File: src/rtl/pipeline_hazard_ctrl.sv
// Hazard/stall sequencer for the IF/ID/EX pipeline: load-use stalls, post-branch flush, memory wait and watchdog.
// Optional per-cycle stall/flush performance counters are enabled by defining HAZ_PERF_CNT_EN.
module pipeline_hazard_ctrl #(
    parameter int REG_ADDR_W   = 5,
    parameter int FLUSH_CYCLES = 1,
    parameter int TIMEOUT      = 255,
    parameter int CNT_W        = 16
) (
    input  logic                  CLOCK,
    input  logic                  RESET,
    input  logic                  id_valid,
    input  logic [REG_ADDR_W-1:0] id_rs,
    input  logic [REG_ADDR_W-1:0] id_rt,
    input  logic                  id_uses_rt,
    input  logic                  ex_mem_read,
    input  logic [REG_ADDR_W-1:0] ex_rt,
    input  logic                  ex_branch_taken,
    input  logic                  mem_busy,
    output logic                  pc_write,
    output logic                  if_id_write,
    output logic                  if_id_flush,
    output logic                  id_ex_bubble,
    output logic                  stall_all,
    output logic [1:0]            ctrl_state,
    output logic                  mem_timeout
`ifdef HAZ_PERF_CNT_EN
    ,
    output logic [CNT_W-1:0]      stall_cycles,
    output logic [CNT_W-1:0]      flush_cycles
`endif
);

    typedef enum logic [1:0] {
        ST_RUN      = 2'd0,
        ST_FLUSH    = 2'd1,
        ST_MEM_WAIT = 2'd2,
        ST_RSVD     = 2'd3
    } state_t;

    localparam logic [2:0]       FLUSH_INIT = 3'(FLUSH_CYCLES - 1);
    localparam logic [CNT_W-1:0] WCNT_MAX   = '1;
    localparam logic [CNT_W-1:0] TO_LIM     = CNT_W'(TIMEOUT);
    localparam logic [CNT_W-1:0] CNT_ONE    = CNT_W'(1);

    state_t           r_state;
    state_t           w_state_nxt;
    logic [2:0]       r_fcnt;
    logic [2:0]       w_fcnt_nxt;
    logic [CNT_W-1:0] r_wcnt;
    logic [CNT_W-1:0] w_wcnt_nxt;
    logic             r_mem_timeout;
    logic             w_timeout_nxt;

    logic             w_load_use;
    logic             w_run_eval;
    logic             w_pc_write;
    logic             w_if_id_write;
    logic             w_if_id_flush;
    logic             w_id_ex_bubble;
    logic             w_stall_all;

    assign w_load_use = ex_mem_read & id_valid & (ex_rt != '0) &
                        ((ex_rt == id_rs) | (id_uses_rt & (ex_rt == id_rt)));

    always_comb begin
        w_pc_write     = 1'b1;
        w_if_id_write  = 1'b1;
        w_if_id_flush  = 1'b0;
        w_id_ex_bubble = 1'b0;
        w_stall_all    = 1'b0;
        w_state_nxt    = ST_RUN;
        w_fcnt_nxt     = r_fcnt;
        w_wcnt_nxt     = r_wcnt;
        w_run_eval     = 1'b0;

        case (r_state)
            ST_FLUSH: begin
                // EX only holds bubbles here, so a taken-branch indication is meaningless
                w_if_id_flush  = 1'b1;
                w_id_ex_bubble = 1'b1;
                w_state_nxt    = ST_FLUSH;
                if (mem_busy) begin
                    w_stall_all   = 1'b1;
                    w_pc_write    = 1'b0;
                    w_if_id_write = 1'b0;
                end else if (r_fcnt <= 3'd1) begin
                    w_state_nxt = ST_RUN;
                    w_fcnt_nxt  = 3'd0;
                end else begin
                    w_fcnt_nxt = r_fcnt - 3'd1;
                end
            end
            ST_MEM_WAIT: begin
                if (mem_busy) begin
                    w_stall_all   = 1'b1;
                    w_pc_write    = 1'b0;
                    w_if_id_write = 1'b0;
                    w_state_nxt   = ST_MEM_WAIT;
                    if (r_wcnt != WCNT_MAX) begin
                        w_wcnt_nxt = r_wcnt + CNT_ONE;
                    end
                end else begin
                    w_run_eval = 1'b1;
                end
            end
            default: w_run_eval = 1'b1;
        endcase

        // The release cycle of a memory wait behaves exactly like RUN, so a held branch is serviced here
        if (w_run_eval) begin
            w_wcnt_nxt = '0;
            if (mem_busy) begin
                w_stall_all   = 1'b1;
                w_pc_write    = 1'b0;
                w_if_id_write = 1'b0;
                w_state_nxt   = ST_MEM_WAIT;
                w_wcnt_nxt    = CNT_ONE;
            end else if (ex_branch_taken) begin
                w_if_id_flush  = 1'b1;
                w_id_ex_bubble = 1'b1;
                if (FLUSH_CYCLES > 1) begin
                    w_state_nxt = ST_FLUSH;
                    w_fcnt_nxt  = FLUSH_INIT;
                end
            end else if (w_load_use) begin
                w_pc_write     = 1'b0;
                w_if_id_write  = 1'b0;
                w_id_ex_bubble = 1'b1;
            end
        end
    end

    assign w_timeout_nxt = r_mem_timeout | ((w_wcnt_nxt != '0) && (w_wcnt_nxt >= TO_LIM));

    always_ff @(posedge CLOCK) begin
        if (RESET) begin
            r_state       <= ST_RUN;
            r_fcnt        <= 3'd0;
            r_wcnt        <= '0;
            r_mem_timeout <= 1'b0;
        end else begin
            r_state       <= w_state_nxt;
            r_fcnt        <= w_fcnt_nxt;
            r_wcnt        <= w_wcnt_nxt;
            r_mem_timeout <= w_timeout_nxt;
        end
    end

    // Reset forces a safe pipe: nothing advances and IF/ID, ID/EX hold NOPs
    assign pc_write     = RESET ? 1'b0 : w_pc_write;
    assign if_id_write  = RESET ? 1'b0 : w_if_id_write;
    assign if_id_flush  = RESET ? 1'b1 : w_if_id_flush;
    assign id_ex_bubble = RESET ? 1'b1 : w_id_ex_bubble;
    assign stall_all    = RESET ? 1'b0 : w_stall_all;
    assign ctrl_state   = r_state;
    assign mem_timeout  = r_mem_timeout;

`ifdef HAZ_PERF_CNT_EN
    logic [CNT_W-1:0] r_stall_cycles;
    logic [CNT_W-1:0] r_flush_cycles;

    always_ff @(posedge CLOCK) begin
        if (RESET) begin
            r_stall_cycles <= '0;
            r_flush_cycles <= '0;
        end else begin
            if (!w_pc_write && (r_stall_cycles != WCNT_MAX)) begin
                r_stall_cycles <= r_stall_cycles + CNT_ONE;
            end
            if (w_if_id_flush && (r_flush_cycles != WCNT_MAX)) begin
                r_flush_cycles <= r_flush_cycles + CNT_ONE;
            end
        end
    end

    assign stall_cycles = r_stall_cycles;
    assign flush_cycles = r_flush_cycles;
`endif

endmodule

File: config.mk
export PLATFORM = sky130hd
export DESIGN_NAME = pipeline_hazard_ctrl
export DESIGN_NICKNAME = d
export VERILOG_FILES = /design/src/rtl/pipeline_hazard_ctrl.sv
export SDC_FILE = /design/constraint.sdc
export NUM_CORES = 1
export LEC_CHECK = 0
export ABC_AREA = 1
export BUFFER_PORTS_ARGS = -buffer_cell sky130_fd_sc_hd__clkbuf_2
export CAP_MARGIN = 5
export CORE_ASPECT_RATIO = 1.25
export CORE_MARGIN = 3
export CORE_UTILIZATION = 50
export CTS_BUF_LIST = sky130_fd_sc_hd__clkbuf_8
export DETAILED_ROUTE_END_ITERATION = 16
export PLACE_DENSITY_LB_ADDON = 0.3
export SYNTH_ARGS = -nofsm -noshare
export SYNTH_HDL_FRONTEND = slang
export SYNTH_SLANG_ARGS = --single-unit
export TNS_END_PERCENT = 10
File: constraint.sdc
create_clock -name CLOCK -period 2.31 [get_ports CLOCK]
set_input_delay 0.1155 -clock CLOCK [delete_from_list [all_inputs] [get_ports CLOCK]]
set_output_delay 0.1155 -clock CLOCK [all_outputs]
set_load 0.03 [all_outputs]
==> results.yml <==
status:
  outcome: "complete, no violations"
floorplanning:
  dieArea_um2: 3986
  die_x_um: 57.08
  ios: 30
  dieHeight_um: 69.84
  rows: 22
  coreArea_um2: 3028
  start_util: 0.5384
setup_path:
  start_kind: "register"
  required_ns: 2.19
  cp_cell_sequence: "inv_1, ha_1, nand2_4, inv_2, a21oi_4, inv_4, nor2_1, nand3_1, nand2_1, inv_1, clkbuf_2"
  slowest_stage: "dfxtp_1"
  cp_slowest_stage_delay_ns: 0.36
  critPathMaxFanout: 13
  end_kind: "output port"
  crit_top_cell: "inv_1"
  crit_type: "reg2out"
  critPathArrivalTime_ns: 1.98
layout:
  fin_util: 0.6190
  n_fill_cell: 293
  syn2layout_area_growth_pct: 14.97
  stdcell_area_um2: 1874
  nets: 323
  antenna_cells: 0
  drive_gt1_frac: 0.1926
placement:
  gp_congestion: 0.8976
  pre_cts_slack_ns: 0.2224
  placed_area_um2: 1789
  port_buffers: 29
  hpwl_mm: 2.986
yosys:
  synth_cell_types: 34
  synth_cells: 265
  synth_nets: 291
  ys_seq_area_frac: 0.2701
  yosysWarnings: 0
  ys_ff_latch: 22
  synth_area_per_cell_um2: 6.152
  syn_area_um2: 1630
sta:
  final_max_slew_viol_count: 0
  tightest_slew_ns: 0.4746
  timing.final.crit_period_ns: 2.091
  hold_viol: 0
  skew_ns: 0.001930
  relSlewSlack: 0.6836
  finalWorstSetupSlack_ns: 0.2187
  setup_viol: 0
  fin_tns_setup_ns: 0
  min_period_over_period: 0.9053
  clock.fmax_mhz: 478.2
global_route:
  grt_pass1_vias: 1618
  antenna_found_initial: 0
  grt_start_max_net_pins: 23
  overflow: 0
  grt_pass1_wl_mm: 6.672
  grt_usage: 0.2060
worst_hold_path:
  min_path_type: "in2reg"
clock_tree:
  cts_tree: "yes"
  clockBufferDepth: 2
  numClockSinks: 22
  path_clk_slew_ns: 0.08
  clock_latency_ns: 0.27
  h-tree-depth: 1
  root_buffer: "clkbuf_8"
  numCtsBuffers: 3
  cts.hold.buffers_added: 0
drt:
  via_per_inst: 5.127
  initialDrtViolationCount: 78
  drc_errors: 0
  via_count: 1702
  antenna_left: 0
  avgRoutedWirePerCell_um: 11.76
  routed_wl_mm: 3.905
  dr.pass1.iters: 4
power_and_ir_drop:
  cellPowerDensity_nw_per_um2: 429.1
  power_leakage_nw: 0.8505
  finalPower_mw: 0.8043
  ir_drop_mv: 0.4083
job:
  cap_viol_max_count: 0
[flip-flops by register name (all words and copies together), names as in the netlist]
signal       cells
ctrl_state       2
r_wcnt          16
r_fcnt           3
mem_timeout      1
[cell type report]
class | count | area [µm²] | area share
timing repair buffer | 32 | 167.7 | 0.08945
multi-input combinational | 196 | 1006 | 0.5367
clock buffer | 4 | 55.05 | 0.02937
inverter | 42 | 160.2 | 0.08545
tap | 36 | 45.04 | 0.02403
sequential | 22 | 440.4 | 0.2350
[path summary, 6_finish.rpt]
kind | from | endpoint | slack, ns | depth (start not counted)
max reg2reg | ctrl_state[0]$_SDFF_PP0_ | mem_timeout$_SDFF_PP0_ | 0.25 | 14
min | mem_busy | ctrl_state[1]$_SDFF_PP0_ | 0.23 | 3
max | ctrl_state[0]$_SDFF_PP0_ | if_id_write | 0.22 | 11
min reg2reg | r_fcnt[0]$_SDFFE_PP0P_ | r_fcnt[0]$_SDFFE_PP0P_ | 0.48 | 2
[report_power, final]
part / leakage (nW) / switching, mW / internal (mW)
logic: 0.644 / 0.0839 / 0.0480
clock network: 0.0288 / 0.133 / 0.152
registers: 0.178 / 0.00355 / 0.383
total: 0.851 / 0.221 / 0.584
[cell usage after synthesis]
library cell | instances | area share
a211oi_1 | 3 | 0.014
or2_2 | 1 | 0.0038
o22ai_1 | 1 | 0.0038
o21bai_1 | 1 | 0.0046
xnor2_1 | 3 | 0.016
nor3_1 | 13 | 0.040
buf_6 | 1 | 0.0069
a21oi_4 | 1 | 0.010
nand3_1 | 26 | 0.080
ha_1 | 4 | 0.031
nand3b_1 | 1 | 0.0046
inv_2 | 3 | 0.0069
o21ai_2 | 1 | 0.0054
nand2_1 | 62 | 0.14
a2bb2oi_1 | 1 | 0.0054
buf_4 | 1 | 0.0046
nand2_4 | 1 | 0.0069
o21ai_1 | 1 | 0.0031
buf_2 | 1 | 0.0031
xor2_1 | 4 | 0.021
nor2_1 | 37 | 0.085
dfxtp_1 | 22 | 0.27
nor2_2 | 4 | 0.015
inv_1 | 38 | 0.087
o21ai_0 | 6 | 0.018
a21oi_1 | 8 | 0.025
nand4_1 | 5 | 0.019
o41ai_1 | 1 | 0.0054
clkinv_1 | 1 | 0.0023
nand3_2 | 1 | 0.0061
nor2_4 | 3 | 0.021
nand2_2 | 6 | 0.023
a31oi_1 | 1 | 0.0038
clkbuf_1 | 2 | 0.0046
[stage by stage]
| stage | instances | hold WS (ns) |
|---|---|---|
| 2_1_floorplan | 265 | 0.2968 |
| 3_3_place_gp | 325 | 0.4724 |
| 3_5_place_dp | 325 | 0.4765 |
| 4_1_cts | 331 | 0.2282 |
| 5_1_grt | 332 | 0.2634 |
| 6_report | 332 | 0.2345 |
[kinds of logic after synthesis]
logic type | share of synthesized area
AND/OR/NAND/NOR | 0.4474
XOR/XNOR | 0.03761
flip-flops | 0.2701
AO/OA/AOI/OAI | 0.09824
adder cells (fa/ha/maj) | 0.03070
buffers and inverters | 0.1159
[layer usage]
metal,wire (µm),share of wire,GRT usage,vias up
met1,1641,0.42,0.2387,749
met5,0,0,0,-
met3,196,0.050,0.02793,5
met4,51,0.013,0.07474,0
met2,2016,0.52,0.3736,43
li1,-,-,-,905
[critical path, delay by kind of cell (launching register included)]
family | cells | cell delay (ns)
buffers and inverters | 5 | 0.49
and+or+nand+nor | 4 | 0.41
DFF | 1 | 0.36
adders and majority gates | 1 | 0.26
AOI/OAI and AO/OA | 1 | 0.19
[cells in the final DEF (no fill, tap or decap), types with 2 or more instances in the layout]
cell      netlist  final
nand2_1        62     62
a21oi_1         8      8
nand2_2         6      5
inv_1          38     38
nand4_1         5      5
dfxtp_1        22     22
xor2_1          4      4
ha_1            4      4
nor2_2          4      4
o21ai_0         6      6
inv_2           3      2
xnor2_1         3      3
clkbuf_2        0     29
nand3_1        26     26
clkbuf_8        0      4
nor2_4          3      3
buf_4           1      3
nor3_1         13     13
nor2_1         37     37
nand2_4         1      2
a211oi_1        3      3
[repair_timing]
item                                    4_1_cts  5_1_grt
resized for setup                             0        2
endpoints found under the setup margin        2        2
setup buffers                                 2        1
Note: power is estimated with default switching activity, not from simulation.
